### config.mk
export PLATFORM = sky130hd
export DESIGN_NAME = mem_wb_stage
export DESIGN_NICKNAME = d
export VERILOG_FILES = /design/src/rtl/mem_wb_stage.sv
export SDC_FILE = /design/constraint.sdc
export NUM_CORES = 1
export LEC_CHECK = 0
export CAP_MARGIN = 25
export CORE_UTILIZATION = 30
export CTS_BUF_LIST = sky130_fd_sc_hd__clkbuf_8
export DETAILED_ROUTE_END_ITERATION = 10
export GPL_ROUTABILITY_DRIVEN = 0
export PLACE_DENSITY = 0.71
export SLEW_MARGIN = 20
export SYNTH_ARGS = -nofsm -noshare
export SYNTH_HDL_FRONTEND = slang
export SYNTH_SLANG_ARGS = --single-unit
### constraint.sdc
create_clock -name clk -period 2.6 [get_ports clk]
set_clock_uncertainty 0.1 [all_clocks]
set_input_delay 0.39 -clock clk [delete_from_list [all_inputs] [get_ports clk]]
set_output_delay 0.39 -clock clk [all_outputs]
set_load 0.02 [all_outputs]
### src/rtl/mem_wb_stage.sv
// mem_wb_stage: memory-access / write-back pipeline stage.
// Holds one execute result in the M register, runs a single outstanding
// data-memory transaction for loads/stores (stalling upstream meanwhile),
// and drives the register-file write port with one-cycle WE pulses.
module mem_wb_stage (
    input  logic        clk,
    input  logic        reset,
    input  logic        in_valid,
    input  logic [31:0] ALUout,
    input  logic [31:0] BB,
    input  logic [4:0]  Rw_out,
    input  logic        MW,
    input  logic        MR,
    input  logic        RW,
    output logic        stall,
    output logic        dmem_req,
    output logic        dmem_we,
    output logic [31:0] dmem_addr,
    output logic [31:0] dmem_wdata,
    input  logic [31:0] dmem_rdata,
    input  logic        dmem_ack,
    output logic [4:0]  Rw_in,
    output logic [31:0] Di,
    output logic        WE,
    output logic [15:0] stall_cnt
);

    localparam logic [0:0] IDLE = 1'b0;
    localparam logic [0:0] WAIT = 1'b1;

    logic [0:0]  state_q, state_d;
    logic        m_valid_q, m_valid_d;
    logic [31:0] m_alu_q, m_alu_d;
    logic [31:0] m_bb_q, m_bb_d;
    logic [4:0]  m_rd_q, m_rd_d;
    logic        m_mw_q, m_mw_d;
    logic        m_mr_q, m_mr_d;
    logic        m_rw_q, m_rw_d;
    logic        wb_we_q, wb_we_d;
    logic [4:0]  wb_rd_q, wb_rd_d;
    logic [31:0] wb_di_q, wb_di_d;
    logic [15:0] cnt_q, cnt_d;
    logic        stall_s;
    logic        capture_s;

    assign stall_s   = (state_q == WAIT);
    assign capture_s = in_valid && !stall_s;

    assign stall     = stall_s;
    assign Rw_in     = wb_rd_q;
    assign Di        = wb_di_q;
    assign WE        = wb_we_q;
    assign stall_cnt = cnt_q;

    // Memory request outputs: presented only while a transaction is pending.
    always_comb begin
        dmem_req   = 1'b0;
        dmem_we    = 1'b0;
        dmem_addr  = 32'h0000_0000;
        dmem_wdata = 32'h0000_0000;
        if (stall_s) begin
            dmem_req   = 1'b1;
            dmem_we    = m_mw_q;
            dmem_addr  = m_alu_q;
            dmem_wdata = m_bb_q;
        end else begin
            dmem_req   = 1'b0;
            dmem_we    = 1'b0;
            dmem_addr  = 32'h0000_0000;
            dmem_wdata = 32'h0000_0000;
        end
    end

    // Next-state logic for FSM, M register, write-back register and stall counter.
    always_comb begin
        state_d   = state_q;
        m_valid_d = m_valid_q;
        m_alu_d   = m_alu_q;
        m_bb_d    = m_bb_q;
        m_rd_d    = m_rd_q;
        m_mw_d    = m_mw_q;
        m_mr_d    = m_mr_q;
        m_rw_d    = m_rw_q;
        wb_we_d   = 1'b0;
        wb_rd_d   = wb_rd_q;
        wb_di_d   = wb_di_q;
        cnt_d     = cnt_q;

        case (state_q)
            IDLE: begin
                if (capture_s && (MR || MW)) begin
                    state_d = WAIT;
                end else begin
                    state_d = IDLE;
                end
            end
            WAIT: begin
                if (dmem_ack) begin
                    state_d = IDLE;
                end else begin
                    state_d = WAIT;
                end
            end
            default: begin
                state_d = IDLE;
            end
        endcase

        // The pending op must survive the whole WAIT period; otherwise an
        // uncaptured cycle simply empties the stage.
        if (capture_s) begin
            m_valid_d = 1'b1;
            m_alu_d   = ALUout;
            m_bb_d    = BB;
            m_rd_d    = Rw_out;
            m_mw_d    = MW;
            m_mr_d    = MR;
            m_rw_d    = RW;
        end else if (!stall_s) begin
            m_valid_d = 1'b0;
        end else begin
            m_valid_d = m_valid_q;
        end

        // A store (MW, even with MR) never writes the register file.
        if (!stall_s && m_valid_q && !m_mr_q && !m_mw_q) begin
            wb_rd_d = m_rd_q;
            wb_di_d = m_alu_q;
            wb_we_d = m_rw_q && (m_rd_q != 5'd0);
        end else if (stall_s && dmem_ack && !m_mw_q) begin
            wb_rd_d = m_rd_q;
            wb_di_d = dmem_rdata;
            wb_we_d = m_rw_q && (m_rd_q != 5'd0);
        end else begin
            wb_we_d = 1'b0;
        end

        if (stall_s && (cnt_q != 16'hFFFF)) begin
            cnt_d = cnt_q + 16'd1;
        end else begin
            cnt_d = cnt_q;
        end
    end

    // State registers with asynchronous active-low reset.
    always_ff @(posedge clk or negedge reset) begin
        if (!reset) begin
            state_q   <= IDLE;
            m_valid_q <= 1'b0;
            m_alu_q   <= 32'h0000_0000;
            m_bb_q    <= 32'h0000_0000;
            m_rd_q    <= 5'd0;
            m_mw_q    <= 1'b0;
            m_mr_q    <= 1'b0;
            m_rw_q    <= 1'b0;
            wb_we_q   <= 1'b0;
            wb_rd_q   <= 5'd0;
            wb_di_q   <= 32'h0000_0000;
            cnt_q     <= 16'h0000;
        end else begin
            state_q   <= state_d;
            m_valid_q <= m_valid_d;
            m_alu_q   <= m_alu_d;
            m_bb_q    <= m_bb_d;
            m_rd_q    <= m_rd_d;
            m_mw_q    <= m_mw_d;
            m_mr_q    <= m_mr_d;
            m_rw_q    <= m_rw_d;
            wb_we_q   <= wb_we_d;
            wb_rd_q   <= wb_rd_d;
            wb_di_q   <= wb_di_d;
            cnt_q     <= cnt_d;
        end
    end

endmodule

==> impl_metrics.csv <==
group,metric,value,unit
run_status,status,"complete, no violations",
synthesis,synth_seq_area_share,56.4,%
layout,final_common_cell,"clkdlybuf4s50_1",
sta,setup_ws,0.212,ns
global_routing,overflow,0,
sta,fmax,419,MHz
global_routing,grt_pass1_wl,24.2,mm
setup_path,arrival,1.90,ns
global_routing,top_usage_layer,"met2",
layout,n_antenna_cell,0,
clocking,cts.clk_slew.worst_paths,0.07,ns
synthesis,yosysTopAreaCell,"dfrtp_1",
routing,dr.first_iter.drc_count,154,
sta,worst_slew_pin_slew,0.629,ns
clocking,clock_latency,0.43,ns
routing,wl_per_cell,16.1,microns
min_path,hold_path_class,"flip-flop to flip-flop",
synthesis,async_flop_share,100,%
setup_path,crit_family,"buffers and inverters",
sta,hold_violations,0,
layout,layout_common_cells,"clkdlybuf4s50_1 (227), dfrtp_1 (127), mux2_2 (76)",
global_routing,met2_usage,26.2,%
placement,hpwl,10.5,mm
sta,fin_crit,2.39,ns
layout,syn_to_final_growth,52.3,%
die,die-height,140,microns
synthesis,yosysUniqueCellTypes,37,
global_routing,grtUsageTotal,16.2,%
sta,finalCritPeriodShare,91.8,%
setup_path,slowest_stage,"clkdlybuf4s50_1",
die,ios,229,
clocking,cts_root_buffer,"clkbuf_8",
placement,placed_area,8230,sq um
global_routing,use_met1,20.0,%
setup_path,path_buf_inv,2,
routing,drtAntennaViolNets,0,
synthesis,synth_area,5680,sq um
clocking,cts.sinks,128,
die,die_x,140,microns
synthesis,ys.warnings.count,0,
setup_path,worstPathMaxFanout,62,
sta,hold_slack,0.391,ns
job,drv_cap,0,
power_and_ir_drop,powerDensity,853,nW/um^2
synthesis,synth_top_area_share,56.4,%
global_routing,grt_pass1_vias,4462,
setup_path,critical_path.max_stage_delay,0.61,ns
clocking,h-tree-depth,4,
die,initial_utilization,31.1,%
synthesis,synthesis.nets,574,
setup_path,critical_path_required,2.11,ns
setup_path,cp_cell_sequence,"buf_12 > and2_1 > clkdlybuf4s50_1",
synthesis,syn_avg_cell_area,12.2,sq um
power_and_ir_drop,vdd_drop_max,0.441,mV
sta,setup_tns,0,ns
die,fp-row-count,49,
layout,nets,801,
placement,post-place-ws,0.447,ns
clocking,cts_made_buffers,17,
routing,drc,0,
setup_path,worst-setup-path-type,"flip-flop to output port",
synthesis,synth_cells,465,
routing,viasPerCell,4.58,
placement,dp.cells,900,
layout,fin_area,8650,sq um
clocking,cts_tree,"done",
routing,vias,4282,
layout,drive_gt1_share,17.7,%
synthesis,ys_ff_latch,128,
sta,slew_viol_final,0,
sta,rsz0062_at_grt,"no",
global_routing,grt_max_degree,75,
power_and_ir_drop,p_leak,3.45,nW
setup_path,setup.worst_path.start_class,"flip-flop",
sta,setup_viol,0,
setup_path,crit_path_end_kind,"output port",
global_routing,gr-usage-met3,5.61,%
sta,slew_headroom,58.1,%
routing,first_pass_iters,4,
die,dieArea,19500,sq um
synthesis,synth_edf_count,0,
routing,drt_wl_total,15.0,mm
clocking,cts_buffer_depth,2,
die,core_area,18300,sq um
placement,portBuffers,228,
layout,final_cells,934,
synthesis,ys.flop_type,"dfrtp_1",
global_routing,antenna_found_initial,0,
synthesis,yosys-top-cells-area,"dfrtp_1 (56%), mux2_2 (15%), and2_1 (7.3%)",
## final timing paths
check | slack (ns) | cells past startpoint | endpoint | from
setup / recovery | 0.21 | 3 | dmem_wdata[22] | stall
hold / removal | 0.39 | 1 | m_valid_q | m_valid_q
setup reg to reg | 0.42 | 6 | Di[20] | stall
hold reg to reg | 0.39 | 1 | m_valid_q | m_valid_q
max in group asynchronous | 1.27 | 3 | m_alu_q[16] | reset
min in group asynchronous | 0.41 | 2 | Di[3] | reset
## through the flow
stage,utilization [%],power [mW]
2_1_floorplan,-,4.26
3_3_place_gp,45.0,5.63
3_5_place_dp,45.0,5.69
4_1_cts,47.4,7.51
5_1_grt,47.4,7.84
6_report,47.4,7.38
## synthesized netlist by cell type (all sizes together) (2+ instances only)
| library cell | number |
|---|---|
| a21oi | 35 |
| mux2i | 33 |
| clkbuf | 8 |
| nand4 | 7 |
| inv | 2 |
| nor4 | 2 |
| dfrtp | 128 |
| mux2 | 77 |
| nand2 | 10 |
| nor2 | 38 |
| o21ai | 4 |
| o21a | 2 |
| and3 | 2 |
| and2 | 66 |
| nand3 | 6 |
| nor3 | 2 |
| xor2 | 3 |
| buf | 22 |
| xnor2 | 7 |
## what timing repair did
action                                  4_1_cts  5_1_grt
endpoints found under the setup margin       44        0
endpoints found under the hold margin        62        0
hold buffers                                  1        0
setup buffers                                 1        0
resized for setup                             0        0
## worst register-to-register path, stage by stage (launching register included)
cell,delay [ns]
dfrtp_2,0.43
buf_4,0.20
nor4b_2,0.44
a31o_2,0.47
buf_12,0.26
nor2_1,0.08
a21oi_1,0.13
## state kept, by name, indices dropped and copies added (netlist names), 5 cells and up
register / flops
m_alu_q: 32
Di: 32
m_bb_q: 32
stall_cnt: 16
m_rd_q: 5
Rw_in: 5
## cell type report
type	count	area, sq um
fill	1683	9620
sequential	128	3200
timing repair buffer	238	2420
multi-input combinational	305	2320
tap	229	287
clock buffer	19	262
clock inverter	13	145
inverter	2	7.51
## metal layers
metal | routed length [microns] | vias up
met2 | 7240 | 148
met3 | 1120 | 15
met1 | 6400 | 2067
met5 | 0 | -
met4 | 237 | 0
li1 | - | 2052
## cell families after synthesis
| family | share of synthesized area (%) |
|---|---|
| compound gates | 4.29 |
| simple gates | 13.5 |
| mux | 21.1 |
| flops | 56.4 |
| buf+inv | 2.95 |
| fa+ha+maj | 0.220 |
| xor+xnor | 1.54 |
## report_power, final
group	leakage [nW]	total (mW)	switching, mW	internal, mW
Combinational	1.74	2.72	1.29	1.43
Clock	0.210	1.76	0.780	0.983
Sequential	1.50	2.90	0.370	2.53
Total	3.45	7.38	2.44	4.94
(Power assumes the default switching activity.)
